`config.mk`:
```
export PLATFORM = sky130hd
export DESIGN_NAME = ibuf_tile_sequencer
export DESIGN_NICKNAME = d
export VERILOG_FILES = /design/src/rtl/ibuf_tile_sequencer.sv
export SDC_FILE = /design/constraint.sdc
export NUM_CORES = 1
export LEC_CHECK = 0
export CAP_MARGIN = 20
export CORE_MARGIN = 3
export CORE_UTILIZATION = 36
export DETAILED_ROUTE_END_ITERATION = 8
export PLACE_DENSITY = 0.8
export SETUP_SLACK_MARGIN = 0.3
export SLEW_MARGIN = 5
export SYNTH_ARGS = -nofsm -noshare
export SYNTH_HDL_FRONTEND = slang
export SYNTH_SLANG_ARGS = --single-unit
```
`constraint.sdc`:
```
create_clock -name CLK -period 1.9 [get_ports CLK]
set_input_delay 0.38 -clock CLK [delete_from_list [all_inputs] [get_ports CLK]]
set_output_delay 0.38 -clock CLK [all_outputs]
set_load 0.01 [all_outputs]
```
`src/rtl/ibuf_tile_sequencer.sv`:
```
// Tile sequencer: fetches four column words from tile memory, loads them into the
// input buffer, holds START_CALC for the row-shift phase, drains, then pulses DONE.
module ibuf_tile_sequencer #(
    parameter int ADDR_W    = 10,
    parameter int CALC_CYC  = 4,
    parameter int DRAIN_CYC = 7
) (
    input  logic              CLK,
    input  logic              RST,
    input  logic              START,
    input  logic [ADDR_W-1:0] BASE_ADDR,
    input  logic [3:0]        ODST_CFG,
    output logic              BUSY,
    output logic              DONE,
    output logic              MEM_REN,
    output logic [ADDR_W-1:0] MEM_ADDR,
    input  logic [31:0]       MEM_RDATA,
    output logic              LOAD_EN,
    output logic [1:0]        ICOL,
    output logic [31:0]       IWord,
    output logic              START_CALC,
    output logic [3:0]        ODST
);

    typedef enum logic [2:0] {
        S_IDLE,
        S_FETCH,
        S_LAST,
        S_CALC,
        S_DRAIN,
        S_FIN
    } state_t;

    localparam int CALC_W  = (CALC_CYC > 1) ? $clog2(CALC_CYC) : 1;
    localparam int DRAIN_W = (DRAIN_CYC > 1) ? $clog2(DRAIN_CYC) : 1;
    localparam logic [CALC_W-1:0]  CALC_LOAD  = CALC_W'(CALC_CYC - 1);
    localparam logic [DRAIN_W-1:0] DRAIN_LOAD = (DRAIN_CYC > 0) ? DRAIN_W'(DRAIN_CYC - 1) : '0;

    state_t              state_q, state_d;
    logic                busy_q, busy_d;
    logic                done_q, done_d;
    logic                mem_ren_q, mem_ren_d;
    logic [ADDR_W-1:0]   mem_addr_q, mem_addr_d;
    logic                load_en_q, load_en_d;
    logic [1:0]          icol_q, icol_d;
    logic [1:0]          col_q, col_d;
    logic                start_calc_q, start_calc_d;
    logic [3:0]          odst_q, odst_d;
    logic [CALC_W-1:0]   calc_cnt_q, calc_cnt_d;
    logic [DRAIN_W-1:0]  drain_cnt_q, drain_cnt_d;

    always_comb begin
        state_d      = state_q;
        done_d       = 1'b0;
        mem_ren_d    = 1'b0;
        mem_addr_d   = '0;
        col_d        = col_q;
        start_calc_d = 1'b0;
        odst_d       = odst_q;
        calc_cnt_d   = calc_cnt_q;
        drain_cnt_d  = drain_cnt_q;
        // Buffer write strobe trails the memory read by the one-cycle read latency.
        load_en_d    = mem_ren_q;
        icol_d       = mem_ren_q ? col_q : 2'd0;

        unique case (state_q)
            S_IDLE: begin
                if (START) begin
                    state_d    = S_FETCH;
                    mem_ren_d  = 1'b1;
                    mem_addr_d = BASE_ADDR;
                    col_d      = 2'd0;
                    odst_d     = ODST_CFG;
                end
            end
            S_FETCH: begin
                if (col_q == 2'd3) begin
                    state_d = S_LAST;
                end else begin
                    mem_ren_d  = 1'b1;
                    mem_addr_d = mem_addr_q + ADDR_W'(1);
                    col_d      = col_q + 2'd1;
                end
            end
            S_LAST: begin
                state_d      = S_CALC;
                start_calc_d = 1'b1;
                calc_cnt_d   = CALC_LOAD;
            end
            S_CALC: begin
                if (calc_cnt_q == '0) begin
                    if (DRAIN_CYC == 0) begin
                        state_d = S_FIN;
                        done_d  = 1'b1;
                    end else begin
                        state_d     = S_DRAIN;
                        drain_cnt_d = DRAIN_LOAD;
                    end
                end else begin
                    calc_cnt_d   = calc_cnt_q - CALC_W'(1);
                    start_calc_d = 1'b1;
                end
            end
            S_DRAIN: begin
                if (drain_cnt_q == '0) begin
                    state_d = S_FIN;
                    done_d  = 1'b1;
                end else begin
                    drain_cnt_d = drain_cnt_q - DRAIN_W'(1);
                end
            end
            S_FIN: begin
                state_d = S_IDLE;
                odst_d  = 4'd0;
            end
            default: begin
                state_d = S_IDLE;
                odst_d  = 4'd0;
            end
        endcase

        busy_d = (state_d != S_IDLE);
    end

    always_ff @(posedge CLK) begin
        if (RST) begin
            state_q      <= S_IDLE;
            busy_q       <= 1'b0;
            done_q       <= 1'b0;
            mem_ren_q    <= 1'b0;
            mem_addr_q   <= '0;
            load_en_q    <= 1'b0;
            icol_q       <= 2'd0;
            col_q        <= 2'd0;
            start_calc_q <= 1'b0;
            odst_q       <= 4'd0;
            calc_cnt_q   <= '0;
            drain_cnt_q  <= '0;
        end else begin
            state_q      <= state_d;
            busy_q       <= busy_d;
            done_q       <= done_d;
            mem_ren_q    <= mem_ren_d;
            mem_addr_q   <= mem_addr_d;
            load_en_q    <= load_en_d;
            icol_q       <= icol_d;
            col_q        <= col_d;
            start_calc_q <= start_calc_d;
            odst_q       <= odst_d;
            calc_cnt_q   <= calc_cnt_d;
            drain_cnt_q  <= drain_cnt_d;
        end
    end

    assign BUSY       = busy_q;
    assign DONE       = done_q;
    assign MEM_REN    = mem_ren_q;
    assign MEM_ADDR   = mem_addr_q;
    assign LOAD_EN    = load_en_q;
    assign ICOL       = icol_q;
    assign IWord      = load_en_q ? MEM_RDATA : '0;
    assign START_CALC = start_calc_q;
    assign ODST       = odst_q;

endmodule

```
==> metrics.md <==
| Metric | Value |
|---|---|
| Initial standard-cell utilization of the core | `38.52%` |
| HPWL reported at the end of detailed placement | `3.799 mm` |
| Synth Register Bits | `31` |
| Largest net degree at the start of global routing | `34` |
| TritonCTS sink count | `31` |
| Clock Tree Root | `sky130_fd_sc_hd__clkbuf_8` |
| Total global-route track usage | `between 10% and 20%` |
| Number of pins exceeding their max-slew limit in the final report | `0` |
| Destination of the worst register-to-register timing path | `MEM_ADDR[6]` |
| Fraction of power consumed by the clock network | `30.3%` |
| Netlist cell types | `38` |
| Relative contribution of combinational cells to total power | `~22%` |
| Proportion of layout cells with a drive suffix above 1 | `around an eighth` |
| Worst rel slew slack | `74.51%` |
| Placeable Area | `slightly above 4000 um2` |
| Power per standard cell area | `between 500 and 600 nW/um2` |
| Setup repair after global routing missed its margin | `no` |
| Starting DRC count in detailed routing | `22` |
| Cell row count | `23` |
| Flop-to-flop setup slack | `0.42 ns` |
| Max Cap Violations | `0` |
| Post-synthesis sequential area ratio | `between 30% and 40%` |
| Source-to-sink clock delay at the later pin of the worst-skew pair | `roughly 0.28 ns` |
| Via density | `around 4.8` |
| Reg2Reg Launch Point | `col_q[0]` |
| Worst clock skew on the final layout | `0.004300 ns` |
| CTS H-tree depth | `2` |
| Leakage power total | `~1.2 nW` |
| Hold path startpoint | `calc_cnt_q[0]` |
| Net switching power figure | `around 0.36 mW` |
| Routed wire length | `roughly 4.7 mm` |
| Average wire per standard cell | `approximately 14 um` |
| Initial antenna violation count | `0` |
| Total power of the final layout | `1.492 mW` |
| XOR/XNOR share of the synthesized area | `4.420%` |
| Via count | `~1600` |
| Type of origin of the critical path | `primary input` |
| Achievable Freq | `637.1 MHz` |
| Number of placed I/O pins | `102` |
| Number of hold violations in the final report | `0` |
| Final WS setup | `between 0.3 and 0.4 ns` |
| Data arrival time of the critical path | `about 1.2 ns` |
| Die Footprint | `around 5200 um2` |
| Fraction of synthesis flops using an asynchronous set or reset pin | `0%` |
| Share of total power in sequential cells | `between 40% and 50%` |
| Primary FF master, synth | `sky130_fd_sc_hd__dfxtp_1` |
| Pin slew with the least headroom to its limit | `0.3818 ns` |
| Result of the run | `finished clean` |
| Critical path capture point type | `output port` |
| Clock transition time at the flip-flop clock pins of the worst setup and hold paths | `around 0.060 ns` |
| Syn Std Cell Area | `1585 um2` |
| Mapped Nets | `around 230` |
| Most frequent cells in the layout | `sky130_fd_sc_hd__clkdlybuf4s50_1 (56), sky130_fd_sc_hd__and2_1 (35), sky130_fd_sc_hd__dfxtp_1 (26)` |
| TritonCTS clock tree | `yes` |
| Vias in the first global route | `roughly 1500` |
| Cell internal pwr | `approximately 1.1 mW` |
| Avg Cell Area, Syn | `just under 9 um2` |
| First-pass iteration count of the detailed router | `4` |
| CTS Buf Count | `5` |
| Area growth from synthesis to layout | `73.09%` |
| Total setup buffers inserted after CTS | `0` |
| NumNets Final | `between 300 and 400` |
| Reg2Reg Depth | `3` |
| Clock buffer depth | `2` |
| Die Y | `72.36 um` |
| Setup Crit Path Kind | `in -> out` |
| Count of flip-flops with a built-in enable after synthesis | `0` |
| Setup Viol. Count Final | `0` |
| Ratio of final minimum period to clock period | `between 80% and 90%` |
| Path class of the lowest-slack min-delay path | `reg -> reg` |
| Maximum fanout along the worst path | `1` |
| Post-Synthesis Cells | `roughly 180` |
| Worst Path Required | `between 1.5 and 2 ns` |
| Capture point of the worst path | `IWord[0]` |
| Antenna cell count | `0` |
| Post-Synth Adder-Cell Area | `about 3.9%` |
| Die extent in x | `between 70 and 80 um` |
| GRT overflow | `0` |
| Time the worst path needs with I/O delays and setup | `between 1.5 and 2 ns` |
| Antenna viol nets, final | `0` |
| WHS | `~0.48 ns` |
| Port Buffers | `101` |
| Worst setup startpoint | `MEM_RDATA[0]` |
| Wire length of the first global-routing pass | `approximately 7 mm` |
| Leading cell type in the layout, fill and taps excluded | `sky130_fd_sc_hd__clkdlybuf4s50_1` |
| Max rail drop VDD | `~570 uV` |
| Place WS | `-0.01530 ns` |
| Synth Area in Compound Gates | `between 10% and 20%` |
| Hold-fix buffers, CTS | `0` |
| Post-Synth Simple-Gate Area | `30.78%` |
| Yosys warning total | `0` |
| Mux contribution to synthesized area | `under 10%` |
| Detailed-route DRC error count | `0` |
| Routability congestion estimate from global placement | `around 0.75` |
| Net switching fraction of the power | `24.14%` |
| Combinational family with the most area after synthesis | `simple AND/OR/NAND/NOR gates` |
==> power groups by stage <==
stage / combinational (mW) / clock, mW / sequential, mW
6_report: 0.333 / 0.451 / 0.708
5_1_grt: 0.362 / 0.507 / 0.712
4_1_cts: 0.332 / 0.472 / 0.708
3_5_place_dp: 0.352 / 0 / 0.721
3_3_place_gp: 0.346 / 0 / 0.721
2_1_floorplan: 0.117 / 0 / 0.727
==> logic make-up (layout without fill, tap and decap cells) <==
| kind of cell | after synthesis | after routing |
|---|---|---|
| AOI/OAI and AO/OA | 30 | 30 |
| xor gates and xnor gates | 8 | 8 |
| adders and majority gates | 5 | 5 |
| buffers and inverters | 18 | 125 |
| DFF | 31 | 31 |
| muxes | 2 | 2 |
| and+or+nand+nor | 84 | 84 |
==> flip-flops by register name (all words and copies together) (netlist names) <==
register,count
DONE,1
START_CALC,1
MEM_ADDR,10
drain_cnt_q,3
calc_cnt_q,2
BUSY,1
MEM_REN,1
LOAD_EN,1
state_q,3
ICOL,2
col_q,2
ODST,4
==> area by class of cell <==
class                           instances  area, um2
Fill cell                             341       1371
Inverter                               10      37.54
Timing Repair Buffer                  109       1055
Multi-Input combinational cell        129      887.1
Clock buffer                            6      72.57
Sequential cell                        31      629.4
Tap cell                               50      62.56
==> cells in the mapped netlist, types with 3 or more instances <==
master                       n  area share, %
sky130_fd_sc_hd__xnor2_1     7            3.9
sky130_fd_sc_hd__clkbuf_1    5            1.2
sky130_fd_sc_hd__and2_1     35             14
sky130_fd_sc_hd__nand3_1     4            1.3
sky130_fd_sc_hd__dfxtp_1    31             39
sky130_fd_sc_hd__nor3_1      4            1.3
sky130_fd_sc_hd__a22oi_1    10            4.7
sky130_fd_sc_hd__o2bb2ai_1   5            2.8
sky130_fd_sc_hd__ha_1        5            3.9
sky130_fd_sc_hd__inv_1      10            2.4
sky130_fd_sc_hd__nor2_1     22            5.2
sky130_fd_sc_hd__nand2_1     5            1.2
sky130_fd_sc_hd__a21oi_1     3           0.95
sky130_fd_sc_hd__a22o_1      4            2.2
==> worst min-delay path by stage <==
stage / end / slack, ns / cells after the start
after floorplan: calc_cnt_q[0] / 0.45 / 2
after global placement: calc_cnt_q[0] / 0.46 / 2
after detailed placement: calc_cnt_q[0] / 0.47 / 2
after CTS: calc_cnt_q[0] / 0.48 / 2
after global routing: LOAD_EN / 0.50 / 1
final: calc_cnt_q[0] / 0.48 / 2
==> metrics by stage <==
step | cell area, um2 | util, % | std cells | setup TNS [ns]
after floorplan | 1585 | - | 178 | 0
after CTS | 2720 | 66.10 | 334 | 0
after detailed placement | 2679 | 65.10 | 328 | -0.01530
after global routing | 2744 | 66.68 | 335 | 0
after global placement | 2679 | 65.10 | 328 | 0
final | 2744 | 66.68 | 335 | 0
==> critical path, cell delays in order <==
cell and delay, ns:
sky130_fd_sc_hd__clkdlybuf4s50_1 0.45, sky130_fd_sc_hd__and2_1 0.12, sky130_fd_sc_hd__clkdlybuf4s15_1 0.24
==> per-layer routing <==
metal / wire [um] / GRT usage (%)
met5: 0 / 0
met4: 42 / 4.384
met3: 470 / 5.956
met2: 2372 / 31.04
met1: 1826 / 20.39
==> repair_timing <==
item	4_1_cts	5_1_grt
gates resized for setup	49	47
hold endpoints to repair	0	0
endpoints found under the setup margin	40	45
cloned	0	1
Power figures use the tool's default switching activity.
